==> src/rtl/comm_pkg.sv <==
// Shared types and constants for the copter-side command link.
package comm_pkg;

    // Bytes per command frame: cmd, data_hi, data_lo
    localparam int FRAME_BYTES = 3;

    // Receive FSM: which byte of the frame is expected next
    typedef enum logic [1:0] {
        IDLE    = 2'd0,
        WAIT_HI = 2'd1,
        WAIT_LO = 2'd2
    } rx_state_t;

    // Transmit FSM: waiting for a response request, or a byte is on the wire
    typedef enum logic {
        TX_IDLE = 1'b0,
        TX_BUSY = 1'b1
    } tx_state_t;

    // Command opcodes understood by the command-config logic
    localparam logic [7:0] CMD_SET_PTCH  = 8'h02;
    localparam logic [7:0] CMD_SET_ROLL  = 8'h03;
    localparam logic [7:0] CMD_SET_YAW   = 8'h04;
    localparam logic [7:0] CMD_SET_THRST = 8'h05;
    localparam logic [7:0] CMD_CAL       = 8'h06;
    localparam logic [7:0] CMD_EMER_LAND = 8'h07;
    localparam logic [7:0] CMD_MTRS_OFF  = 8'h08;

    // Response bytes returned to the ground-side master
    localparam logic [7:0] RESP_ACK      = 8'hA5;
    localparam logic [7:0] RESP_CAL_DONE = 8'h5A;

endpackage

==> src/rtl/comm_slave.sv <==
// Copter-side command link endpoint: assembles 3-byte frames from the UART
// receiver into cmd/data, and forwards one response byte to the UART
// transmitter. Receive and transmit paths are fully independent.
module comm_slave
    import comm_pkg::*;
#(
    parameter int TIMEOUT_CYC = 1000000,
    parameter int TMR_W       = 20
) (
    input  logic        clk,
    input  logic        rst_n,
    // UART receiver side
    input  logic        rx_rdy,
    input  logic [7:0]  rx_data,
    output logic        clr_rx_rdy,
    // command-config side
    output logic [7:0]  cmd,
    output logic [15:0] data,
    output logic        cmd_rdy,
    input  logic        clr_cmd_rdy,
    input  logic        send_resp,
    input  logic [7:0]  resp,
    output logic        resp_sent,
    // UART transmitter side
    output logic        trmt,
    output logic [7:0]  tx_data,
    input  logic        tx_done
);

    rx_state_t        rx_state;
    tx_state_t        tx_state;
    logic [TMR_W-1:0] tmr;
    logic             accept;
    logic             timeout;

    // rx_rdy is a level held until cleared; masking with our own clear pulse
    // guarantees each byte is consumed exactly once.
    assign accept  = rx_rdy & ~clr_rx_rdy;

    // An arriving byte beats the timeout in the same cycle.
    assign timeout = (rx_state != IDLE) && !accept &&
                     (tmr == TMR_W'(TIMEOUT_CYC - 1));

    // Acknowledge each accepted byte with a single-cycle pulse
    always_ff @(posedge clk or negedge rst_n) begin
        if (!rst_n) clr_rx_rdy <= 1'b0;
        else        clr_rx_rdy <= accept;
    end

    // Receive FSM: track the position within the current frame
    always_ff @(posedge clk or negedge rst_n) begin
        if (!rst_n) begin
            rx_state <= IDLE;
        end else begin
            case (rx_state)
                IDLE:    if (accept) rx_state <= WAIT_HI;
                WAIT_HI: if (accept) rx_state <= WAIT_LO;
                         else if (timeout) rx_state <= IDLE;
                WAIT_LO: if (accept || timeout) rx_state <= IDLE;
                default: rx_state <= IDLE;
            endcase
        end
    end

    // Inter-byte timer: idle outside a partial frame, restarts on each byte,
    // saturates rather than wrapping
    always_ff @(posedge clk or negedge rst_n) begin
        if (!rst_n)
            tmr <= '0;
        else if (rx_state == IDLE || accept || timeout)
            tmr <= '0;
        else if (tmr != '1)
            tmr <= tmr + TMR_W'(1);
    end

    // Frame registers: each byte lands in its slot as soon as it is accepted
    always_ff @(posedge clk or negedge rst_n) begin
        if (!rst_n) begin
            cmd  <= 8'h00;
            data <= 16'h0000;
        end else if (accept) begin
            case (rx_state)
                IDLE:    cmd        <= rx_data;
                WAIT_HI: data[15:8] <= rx_data;
                WAIT_LO: data[7:0]  <= rx_data;
                default: ;
            endcase
        end
    end

    // Frame-ready flag: completion beats a simultaneous consumer clear; a new
    // frame's first byte withdraws the stale frame
    always_ff @(posedge clk or negedge rst_n) begin
        if (!rst_n)
            cmd_rdy <= 1'b0;
        else if (accept && rx_state == WAIT_LO)
            cmd_rdy <= 1'b1;
        else if ((accept && rx_state == IDLE) || clr_cmd_rdy)
            cmd_rdy <= 1'b0;
    end

    // Transmit FSM: launch one response byte, then wait for the UART to finish;
    // requests arriving while busy are dropped
    always_ff @(posedge clk or negedge rst_n) begin
        if (!rst_n) begin
            tx_state  <= TX_IDLE;
            tx_data   <= 8'h00;
            trmt      <= 1'b0;
            resp_sent <= 1'b0;
        end else begin
            trmt      <= 1'b0;
            resp_sent <= 1'b0;
            case (tx_state)
                TX_IDLE: if (send_resp) begin
                    tx_data  <= resp;
                    trmt     <= 1'b1;
                    tx_state <= TX_BUSY;
                end
                TX_BUSY: if (tx_done) begin
                    resp_sent <= 1'b1;
                    tx_state  <= TX_IDLE;
                end
                default: tx_state <= TX_IDLE;
            endcase
        end
    end

endmodule

==> config.mk <==
export PLATFORM = sky130hd
export DESIGN_NAME = comm_slave
export DESIGN_NICKNAME = d
export VERILOG_FILES = /design/src/rtl/comm_pkg.sv /design/src/rtl/comm_slave.sv
export SDC_FILE = /design/constraint.sdc
export NUM_CORES = 1
export LEC_CHECK = 0
export BUFFER_PORTS_ARGS = -buffer_cell sky130_fd_sc_hd__clkbuf_2
export CORE_UTILIZATION = 53
export DETAILED_ROUTE_END_ITERATION = 10
export PLACE_DENSITY = 0.9
export SYNTH_ARGS = -nofsm -noshare
export SYNTH_HDL_FRONTEND = slang
export SYNTH_SLANG_ARGS = --single-unit
==> constraint.sdc <==
create_clock -name clk -period 2.1 [get_ports clk]
set_input_delay 0.21 -clock clk [delete_from_list [all_inputs] [get_ports clk]]
set_output_delay 0.21 -clock clk [all_outputs]
set_load 0.01 [all_outputs]
After elaboration in Yosys (flattened, before gate mapping)

Index checks and enable logic that the tools add are counted.

Register bits after elaboration: 59
Logic and storage cells: 55

Muxes and demuxes: 15
Eq/ne operators: 7
Reduce and logical (&&, ||, !) cells: 18
$add $sub $neg: 1
Bitwise operators: 3

Operators by type and width:

| cell                                                             | count |
|---|---|
| 20-bit 2-to-1 mux                                                | 2 |
| 20-bit by 1-bit adder with 20-bit output (second input constant) | 1 |
| 20-bit == test (second input constant)                           | 1 |
| 20-bit != test (second input constant)                           | 1 |
| 2-bit 2-to-1 mux                                                 | 4 |
| 2-bit AND reduction                                              | 4 |
| 1-bit 2-to-1 mux                                                 | 7 |
| 2-bit case mux with 3 select lines                               | 1 |
| 2-bit nonzero test                                               | 3 |
| 1-bit logical AND                                                | 4 |
| 1-bit logical OR                                                 | 4 |
| 2-bit != test (second input constant)                            | 2 |
| 3-bit != test (second input constant)                            | 1 |
| 3-bit AND reduction                                              | 1 |
| 2-bit by 1-bit == test with 1-bit output (second input constant) | 1 |
| 2-bit == test (second input constant)                            | 1 |
| 2-bit zero test                                                  | 1 |
| 1-bit inverter                                                   | 2 |
| 1-bit case mux with 2 select lines                               | 1 |
| 1-bit bitwise AND                                                | 1 |
| 1-bit zero test                                                  | 1 |

Logic depth before layout (Yosys ltp)

Gate-level depths: netlist of run 1.

Depth in word-level cells: 8
Depth in mapped cells: 6
Depth with buffers taken out: 5

Least setup slack after synthesis of run 1

OpenSTA, ideal clock, no wires.

Path kind: register to register
From: reg tmr[0]
To: reg tmr[18]
Buffers on the path: 1
Cell stages (with the launch flop): 7
Library setup time: 77 ps
Setup slack: 206 ps
Data required time: 2023 ps
Clock period less this slack: 1894 ps
Arrival time: 1817 ps
Cells stage by stage: dfrtp_1 > ha_1 > nand3_2 > or3_1 > clkbuf_1 > or4_1 > a21oi_1

Longest elaborated chain between the ends: 4
Elaborated cells on any way between the ends: 8

RTL lines:

| what                                                                             | line             | source |
|---|---|---|
| from (decl)                                                                      | comm_slave.sv:32 | `logic [TMR_W-1:0] tmr;` |
| from (signal assigned)                                                           | comm_slave.sv:73 | `tmr <= tmr + TMR_W'(1);` |
| branches (longest 4 deep; another with 20-bit by 1-bit adder with 20-bit output) | -                |  |

Parallel ways; which one is timed is not known. The select of a mux whose other input is x is not followed.
A chain may end at the register's enable or synchronous reset.

Worst setup path in the final report of run 1

Ends and elaborated chain as after synthesis.

==> run_results.csv, run 1 <==
group,metric,value,unit
clock_tree,ctsLongestPathBuffers,2,
final_layout,layout-drive-gt1-share,42.4,%
route,route.detailed.drc,0,
synth,synthMuxAreaShare,13.9,%
route,avgRoutedWirePerCell,15.4,µm
worst_setup_path,crit_family,"simple AND/OR/NAND/NOR gates",
worst_setup_path,r2r_setup_slack,0.19,ns
sta,post-route-period-util,91.1,%
worst_setup_path,end_kind,"register",
route,vias,1956,
clock_tree,htreeDepth,3,
clock_tree,numCtsBuffers,9,
worst_setup_path,crit_required,2.36,ns
final_layout,final_core_utilization,69.7,%
clock_tree,cts_setup_buffers,0,
hold_path,hp-class,"input pin to asynchronous set/reset pin",
synth,ys.flop_type,"dfrtp_1",
worst_setup_path,timing.rr.start,"tmr[0]",
worst_setup_path,start_kind,"register",
global_routing,grt_pass1_vias,1894,
final_layout,layout_commonest_cell,"dfrtp_1",
sta,worstMarginPinSlew,0.719,ns
clock_tree,clk_pin_slew,0.07,ns
route,final_antenna_net_count,0,
floorplan,die_w,71.8,µm
worst_setup_path,critical_path.cell_chain,"ha_1 > nand3_2 > or3_1 > or4_1 > a21oi_1",
clock_tree,insertion_delay,0.33,ns
global_routing,grt_max_degree,60,
clock_tree,cts.sinks,59,
flow_run,drv_cap,0,
synth,post_synth.cell_area_avg,12.1,µm²
synth,netlist_area,0.00258,mm²
sta,relSlewSlack,52.1,%
placed_design,detailed_place_hpwl,3.70,mm
route,firstDrtPassIters,4,
sta,drv_slew,0,
synth,synth_top_family_by_area,"simple AND/OR/NAND/NOR gates",
sta,holdWs,0.0186,ns
floorplan,initial_core_util,55.1,%
synth,synth-seq-cells,59,
global_routing,antenna_found_initial,0,
route,initialDrtViolationCount,109,
worst_setup_path,cp_slowest_stage_delay,0.44,ns
final_layout,syn_to_final_growth,26.5,%
power_and_ir_drop,powerDensity,1260,mW/mm²
final_layout,mostFrequentLayoutCells,"59 x dfrtp_1, 57 x clkbuf_2, 32 x mux2_2, 11 x nor2_1, 11 x clkbuf_8",
global_routing,grt_pass1_wl,8.66,mm
placed_design,io_buffers,57,
sta,finalCriticalPeriod,1.91,ns
final_layout,final.fill_count,320,
worst_setup_path,critPathMaxFanout,7,
synth,synth_fp_nets,237,
clock_tree,cts_hold_buffers,0,
power_and_ir_drop,power_leakage,1.46,nW
worst_setup_path,rr_worst_depth,5,
global_routing,grtUsageTotal,22.1,%
synth,synth_edf_count,0,
route,via_per_inst,5.69,
synth,ys_warn_count,0,
worst_setup_path,crit_type,"register to register",
sta,rsz0062_at_grt,"false",
synth,syn_inst,214,
worst_setup_path,path_buf_inv,0,
synth,synth-adder-area-share,0.484,%
sta,finalSetupViolations,0,
synth,synth_cell_types,40,
worst_setup_path,cp_slowest_cell,"dfrtp_1",
route,drt-total-wl,5.29,mm
floorplan,die_h,71.8,µm
power_and_ir_drop,peakVddDrop,0.000948,V
sta,hold_violations,0,
final_layout,nets,308,
clock_tree,cts_tree,"built",
status,status,"complete, no violations",
worst_setup_path,arrival,2.17,ns
synth,synth-compound-area-share,9.64,%
sta,fin_skew,0.00908,ns
power_and_ir_drop,power,4.12,mW
floorplan,ios,58,
sta,max_freq,0.523,GHz
synth,synth_xor_xnor_area_share,0,%
floorplan,row_count,25,
worst_setup_path,crit_cells,5,
sta,fin_setup_tns,0,ns
worst_setup_path,r2r_end,"tmr[18]",
clock_tree,cts-root-buf,"clkbuf_8",
placed_design,place_congestion,0.785,
floorplan,die_area,0.00516,mm²
synth,async_flop_share,100,%
synth,synth-simple-area-share,16.6,%
synth,ys_seq_area_share,57.1,%
floorplan,core_area,0.00469,mm²
final_layout,n_antenna_cell,0,
global_routing,overflow,0,
clock_tree,cts_resized,0,
## where the power goes
| part | total (mW) | internal [mW] | switching (mW) | leakage (nW) |
|---|---|---|---|---|
| clock | 1.41 | 0.974 | 0.439 | 0.137 |
| combinational | 1.05 | 0.541 | 0.513 | 0.577 |
| sequential | 1.65 | 1.46 | 0.192 | 0.747 |
| total | 4.12 | 2.97 | 1.14 | 1.46 |
## metal layers
layer / share of wire [%] / track usage, % / vias up
li1: - / - / 944
met1: 44 / 28.0 / 952
met2: 51 / 35.0 / 50
met3: 3.9 / 6.47 / 10
met4: 1.8 / 10.7 / 0
met5: 0 / 0 / -
## synthesized netlist by cell type (3+ instances only)
master	instances	area [µm²]
nor4_1	3	18.8
nor3_1	8	40.0
or3_1	5	31.3
nand2_1	7	26.3
mux2_2	32	360
nand4_1	4	25.0
or4_1	3	22.5
inv_1	7	26.3
nand2b_1	3	18.8
nand3_1	9	45.0
nor2_1	11	41.3
a31oi_1	5	31.3
o31ai_1	6	45.0
o21ai_0	6	30.0
clkbuf_1	5	18.8
a21oi_1	10	50.1
a211oi_1	5	37.5
dfrtp_1	59	1480
## per-stage QoR
stage / worst slack [ns] / instances / cell area (µm²)
floorplan: 0.206 / 214 / 2580
global placement: 0.258 / 328 / 2990
detailed placement: 0.209 / 328 / 2990
CTS: 0.193 / 344 / 3270
global route: 0.0925 / 344 / 3270
finish: 0.186 / 344 / 3270
## kinds of logic (layout without fill, tap and decap cells)
logic type / after synthesis / after routing
AND/OR/NAND/NOR: 69 / 69
buffers and inverters: 14 / 90
adder cells (fa/ha/maj): 1 / 1
flip-flops: 59 / 59
AO/OA/AOI/OAI: 39 / 39
multiplexers: 32 / 32
## final cells by class
type	count	area (µm²)	share of cell area [%]
Sequential cell	59	1480	45.2
Multi-Input combinational cell	141	1050	32.1
Timing Repair Buffer	67	373	11.4
Clock buffer	12	155	4.75
Clock inverter	4	120	3.68
Tap cell	54	67.6	2.07
Inverter	7	26.3	0.804
## how the worst max path moves through the flow
stage	startpoint	to	slack, ns
after floorplan	tmr[0]	tmr[18]	0.21
after global placement	tmr[0]	tmr[18]	0.26
after detailed placement	tmr[0]	tmr[18]	0.21
after CTS	tmr[0]	tmr[18]	0.19
after global routing	tmr[0]	tmr[18]	0.09
final	tmr[0]	tmr[18]	0.19
## flip-flops by register name, summed over array words and instances (netlist names)
name        count
clr_rx_rdy      1
tx_state        1
cmd             8
data           16
trmt            1
resp_sent       1
rx_state        2
cmd_rdy         1
tx_data         8
tmr            20
Note: power is estimated with default switching activity, not from simulation.
==> run 2: changes to the inputs <==
--- a/config.mk
+++ b/config.mk
@@ -8,7 +8,8 @@
 export BUFFER_PORTS_ARGS = -buffer_cell sky130_fd_sc_hd__clkbuf_2
 export CORE_UTILIZATION = 53
 export DETAILED_ROUTE_END_ITERATION = 10
-export PLACE_DENSITY = 0.9
+export PLACE_DENSITY_LB_ADDON = 0.05
+export REMOVE_ABC_BUFFERS = 1
 export SYNTH_ARGS = -nofsm -noshare
 export SYNTH_HDL_FRONTEND = slang
 export SYNTH_SLANG_ARGS = --single-unit
==> run_results.csv, run 2 (synthesis results as in run 1) <==
group,metric,value,unit
floorplan,ios,58,
final_layout,layout-drive-gt1-share,42.5,%
final_layout,multiInputGateArea,0.00105,mm²
sta,holdWs,0.0882,ns
worst_setup_path,crit_required,2.34,ns
clock_tree,insertion_delay,0.32,ns
global_routing,grt_max_degree,31,
route,initialDrtViolationCount,89,
worst_setup_path,critPathMaxFanout,8,
worst_setup_path,r2r_setup_slack,0.16,ns
hold_path,hold_path_end,"cmd_rdy",
clock_tree,cts-root-buf,"clkbuf_8",
placed_design,place_inst,331,
final_layout,n_antenna_cell,0,
sta,finalSetupViolations,0,
power_and_ir_drop,power,3.78,mW
worst_setup_path,timing.rr.start,"tmr[0]",
power_and_ir_drop,powerDensity,1170,mW/mm²
route,drt-total-wl,5.07,mm
floorplan,die_h,71.8,µm
route,final_antenna_net_count,0,
sta,post-route-period-util,92.3,%
final_layout,reg.largest.list,"tmr (20), data (16)",
final_layout,top_register,"tmr",
power_and_ir_drop,peakVddDrop,0.000822,V
sta,fin_setup_tns,0,ns
global_routing,overflow,0,
worst_setup_path,start_kind,"register",
floorplan,initial_core_util,55.1,%
worst_setup_path,crit_type,"register to register",
sta,max_freq,0.516,GHz
clock_tree,clk_pin_slew,0.06,ns
sta,finalCriticalPeriod,1.94,ns
worst_setup_path,arrival,2.18,ns
sta,relSlewSlack,71.6,%
final_layout,final.fill_count,353,
sta,hold_violations,0,
power_and_ir_drop,power_leakage,1.45,nW
final_layout,final_core_utilization,68.9,%
floorplan,die_w,71.8,µm
clock_tree,htreeDepth,3,
global_routing,grt_pass1_wl,8.48,mm
hold_path,min_from,"clr_cmd_rdy",
hold_path,hp-class,"input pin to register",
status,status,"complete, no violations",
final_layout,regArea,0.00148,mm²
floorplan,die_area,0.00516,mm²
placed_design,detailed_place_hpwl,3.64,mm
sta,rsz0062_at_grt,"false",
route,route.detailed.drc,0,
clock_tree,cts_tree,"built",
final_layout,nets,312,
clock_tree,ctsLongestPathBuffers,2,
route,avgRoutedWirePerCell,14.6,µm
final_layout,mostFrequentLayoutCells,"59 x dfrtp_1, 57 x clkbuf_2, 32 x mux2_2, 12 x buf_4, 11 x nor2_1",
global_routing,antenna_found_initial,0,
final_layout,layout_commonest_cell,"dfrtp_1",
placed_design,io_buffers,57,
global_routing,grt_pass1_vias,1876,
floorplan,row_count,25,
route,via_per_inst,5.66,
clock_tree,numCtsBuffers,9,
flow_run,drv_cap,0,
final_layout,largest_reg_flops,20,
worst_setup_path,end_kind,"register",
hold_path,min_path_cells,2,
worst_setup_path,rr_worst_depth,5,
global_routing,grtUsageTotal,21.6,%
route,vias,1970,
sta,fin_skew,0.00964,ns
clock_tree,cts.sinks,59,
final_layout,syn_to_final_growth,25.2,%
sta,drv_slew,0,
worst_setup_path,r2r_end,"tmr[18]",
final_layout,finalNonFillerCells,348,
route,firstDrtPassIters,4,
sta,worstMarginPinSlew,0.423,ns
floorplan,core_area,0.00469,mm²
placed_design,place_congestion,0.785,
-- run 2: cell count changes in the layout (fill, tap and decap cells not counted) --
cell,delta
buf_4,+3
bufinv_16,-2
clkbuf_1,+1
clkbuf_8,-2
clkinv_2,+2
clkinvlp_4,+1
dlygate4sd3_1,+1
-- run 2: metal layers --
layer	global-route usage [%]	vias up	routed length (µm)
met3	4.36	4	192
met5	0	-	0
met4	10.2	0	39
met1	30.9	964	2510
met2	31.8	56	2330
li1	-	946	-
-- run 2: layout make-up --
cell class                 instances  area share [%]
sequential                        59            45.6
tap                               54            2.09
timing repair buffer              71            12.5
clock inverter                     5            2.40
clock buffer                      11            4.06
inverter                           7           0.812
multi-input combinational        141            32.5
-- run 2: how the worst max path moves through the flow --
stage	end	slack (ns)	depth (start not counted)	startpoint
finish	tmr[18]	0.16	5	tmr[0]
global route	tmr[18]	0.06	5	tmr[0]
CTS	tmr[18]	0.17	5	tmr[0]
detailed placement	tmr[18]	0.19	5	tmr[0]
global placement	tmr[18]	0.23	5	tmr[0]
floorplan	tmr[0]	0.01	5	tmr[0]
-- run 2: power breakdown --
group	leakage [nW]	internal, mW	switching [mW]	total, mW
logic	0.595	0.543	0.505	1.05
clock network	0.103	0.665	0.423	1.09
registers	0.747	1.46	0.186	1.64
-- run 2: critical path, cell delays in order (launching register included) --
cell and delay (ns):
dfrtp_1 0.44, ha_1 0.25, nand3_2 0.09, or3_1 0.50, or4_1 0.43, a21oi_1 0.15
-- run 2: stage by stage --
stage	area, µm²	setup WS (ns)
finish	3230	0.162
global route	3230	0.0578
CTS	3230	0.169
detailed placement	3020	0.186
global placement	3020	0.229
floorplan	2550	0.0141
-- run 2: what timing repair did --
action / 4_1_cts / 5_1_grt
resized for setup: 0 / 0
buffers inserted: 0 / 0
hold endpoints to repair: 10 / 0
hold buffers: 1 / 0
==> run 3: changes to the inputs <==
--- a/config.mk
+++ b/config.mk
@@ -9,6 +9,7 @@
 export CORE_UTILIZATION = 53
 export DETAILED_ROUTE_END_ITERATION = 10
 export PLACE_DENSITY_LB_ADDON = 0.05
+export RECOVER_POWER = 50
 export REMOVE_ABC_BUFFERS = 1
 export SYNTH_ARGS = -nofsm -noshare
 export SYNTH_HDL_FRONTEND = slang
==> run_results.csv, run 3 (synthesis results as in run 1) <==
group,metric,value,unit
worst_setup_path,start_kind,"register",
worst_setup_path,end_kind,"register",
final_layout,n_antenna_cell,0,
final_layout,layout-drive-gt1-share,29.6,%
worst_setup_path,rr_worst_depth,5,
floorplan,initial_core_util,55.1,%
sta,fin_skew,0.00905,ns
final_layout,finalInstanceArea,0.00318,mm²
route,initialDrtViolationCount,108,
route,firstDrtPassIters,4,
worst_setup_path,crit_required,2.35,ns
final_layout,syn_to_final_growth,23.1,%
clock_tree,cts_resized,0,
sta,drv_slew,0,
final_layout,nets,312,
global_routing,antenna_found_initial,0,
route,vias,1973,
sta,finalSetupViolations,0,
floorplan,die_w,71.8,µm
placed_design,detailed_place_hpwl,3.64,mm
route,drt-total-wl,5.09,mm
final_layout,largest_reg_flops,20,
flow_run,drv_cap,0,
hold_path,min_from,"clr_cmd_rdy",
clock_tree,cts_tree,"built",
worst_setup_path,timing.rr.start,"tmr[0]",
clock_tree,htreeDepth,3,
hold_path,min_path_cells,2,
floorplan,core_area,0.00469,mm²
final_layout,layout_commonest_cell,"dfrtp_1",
placed_design,place_congestion,0.785,
floorplan,row_count,25,
worst_setup_path,critPathMaxFanout,8,
power_and_ir_drop,powerDensity,1170,mW/mm²
floorplan,die_area,0.00516,mm²
floorplan,ios,58,
sta,hold_violations,0,
worst_setup_path,arrival,2.18,ns
clock_tree,ctsLongestPathBuffers,2,
clock_tree,numCtsBuffers,9,
status,status,"complete, no violations",
sta,fin_setup_tns,0,ns
clock_tree,clk_pin_slew,0.06,ns
final_layout,reg.largest.list,"tmr (20), data (16)",
sta,post-route-period-util,92.0,%
clock_tree,insertion_delay,0.32,ns
global_routing,overflow,0,
final_layout,mostFrequentLayoutCells,"59 x dfrtp_1, 40 x clkbuf_1, 32 x mux2_2, 22 x clkbuf_2, 11 x nor2_1",
final_layout,final.fill_count,379,
clock_tree,cts.sinks,59,
placed_design,io_buffers,57,
global_routing,grt_pass1_vias,1876,
clock_tree,cts_hold_buffers,1,
sta,rsz0062_at_grt,"false",
sta,max_freq,0.518,GHz
sta,finalCriticalPeriod,1.93,ns
placed_design,postPlaceCellArea,0.00302,mm²
route,final_antenna_net_count,0,
clock_tree,cts_setup_buffers,0,
floorplan,die_h,71.8,µm
hold_path,hp-class,"input pin to register",
sta,worstMarginPinSlew,0.725,ns
worst_setup_path,crit_type,"register to register",
power_and_ir_drop,peakVddDrop,0.000804,V
power_and_ir_drop,power_leakage,1.33,nW
clock_tree,cts-root-buf,"clkbuf_8",
global_routing,grtUsageTotal,21.6,%
worst_setup_path,startpoint,"tmr[0]",
route,route.detailed.drc,0,
route,via_per_inst,5.67,
route,avgRoutedWirePerCell,14.6,µm
global_routing,grt_max_degree,31,
global_routing,grt_pass1_wl,8.48,mm
final_layout,top_register,"tmr",
sta,relSlewSlack,51.7,%
## run 3: changes by cell type in the layout (fill, tap and decap cells not counted), sizes merged
| cell | delta |
|---|---|
| clkbuf | +3 |
| buf | -3 |
## run 3: stage by stage
stage / hold WS [ns] / utilization, % / instances / worst slack, ns / total power, mW
finish: 0.0840 / 67.8 / 348 / 0.169 / 3.71
global route: 0.0881 / 67.8 / 348 / 0.0578 / 3.90
CTS: 0.0761 / 68.9 / 348 / 0.169 / 3.81
detailed placement: 0.109 / 64.3 / 331 / 0.186 / 2.72
global placement: 0.108 / 64.3 / 331 / 0.229 / 2.68
floorplan: -0.0856 / - / 207 / 0.0141 / 2.22
## run 3: report_power, final
group | switching (mW) | total (mW) | internal [mW]
registers | 0.185 | 1.64 | 1.46
logic | 0.506 | 0.973 | 0.467
clock network | 0.428 | 1.09 | 0.665
## run 3: layout make-up
class / count / area (µm²) / share of cell area (%)
multi-input combinational: 141 / 1050 / 33.0
tap: 54 / 67.6 / 2.13
timing repair buffer: 71 / 350 / 11.0
inverter: 7 / 26.3 / 0.826
clock buffer: 11 / 131 / 4.13
sequential: 59 / 1480 / 46.4
clock inverter: 5 / 77.6 / 2.44
## run 3: final timing paths
| check | to | slack, ns |
|---|---|---|
| worst max-delay path | tmr[18] | 0.17 |
| worst min-delay path | cmd_rdy | 0.08 |
| worst max register to register | tmr[18] | 0.17 |
| worst min register to register | tx_data[3] | 0.51 |
| max in group asynchronous | data[4] | 0.52 |
| min in group asynchronous | tmr[17] | 0.44 |
## run 3: routing by layer
metal  global-route usage, %  routed length (µm)  vias up
met5                       0                   0        -
met1                    30.9                2460      971
li1                        -                   -      948
met3                    4.36                 235        2
met4                    10.2                  23        0
met2                    31.8                2370       52
## run 3: worst max-delay path, cell delays in order, from the launching register on
cell,delay (ns)
dfrtp_1,0.44
ha_1,0.25
nand3_2,0.09
or3_1,0.49
or4_1,0.43
a21oi_1,0.16
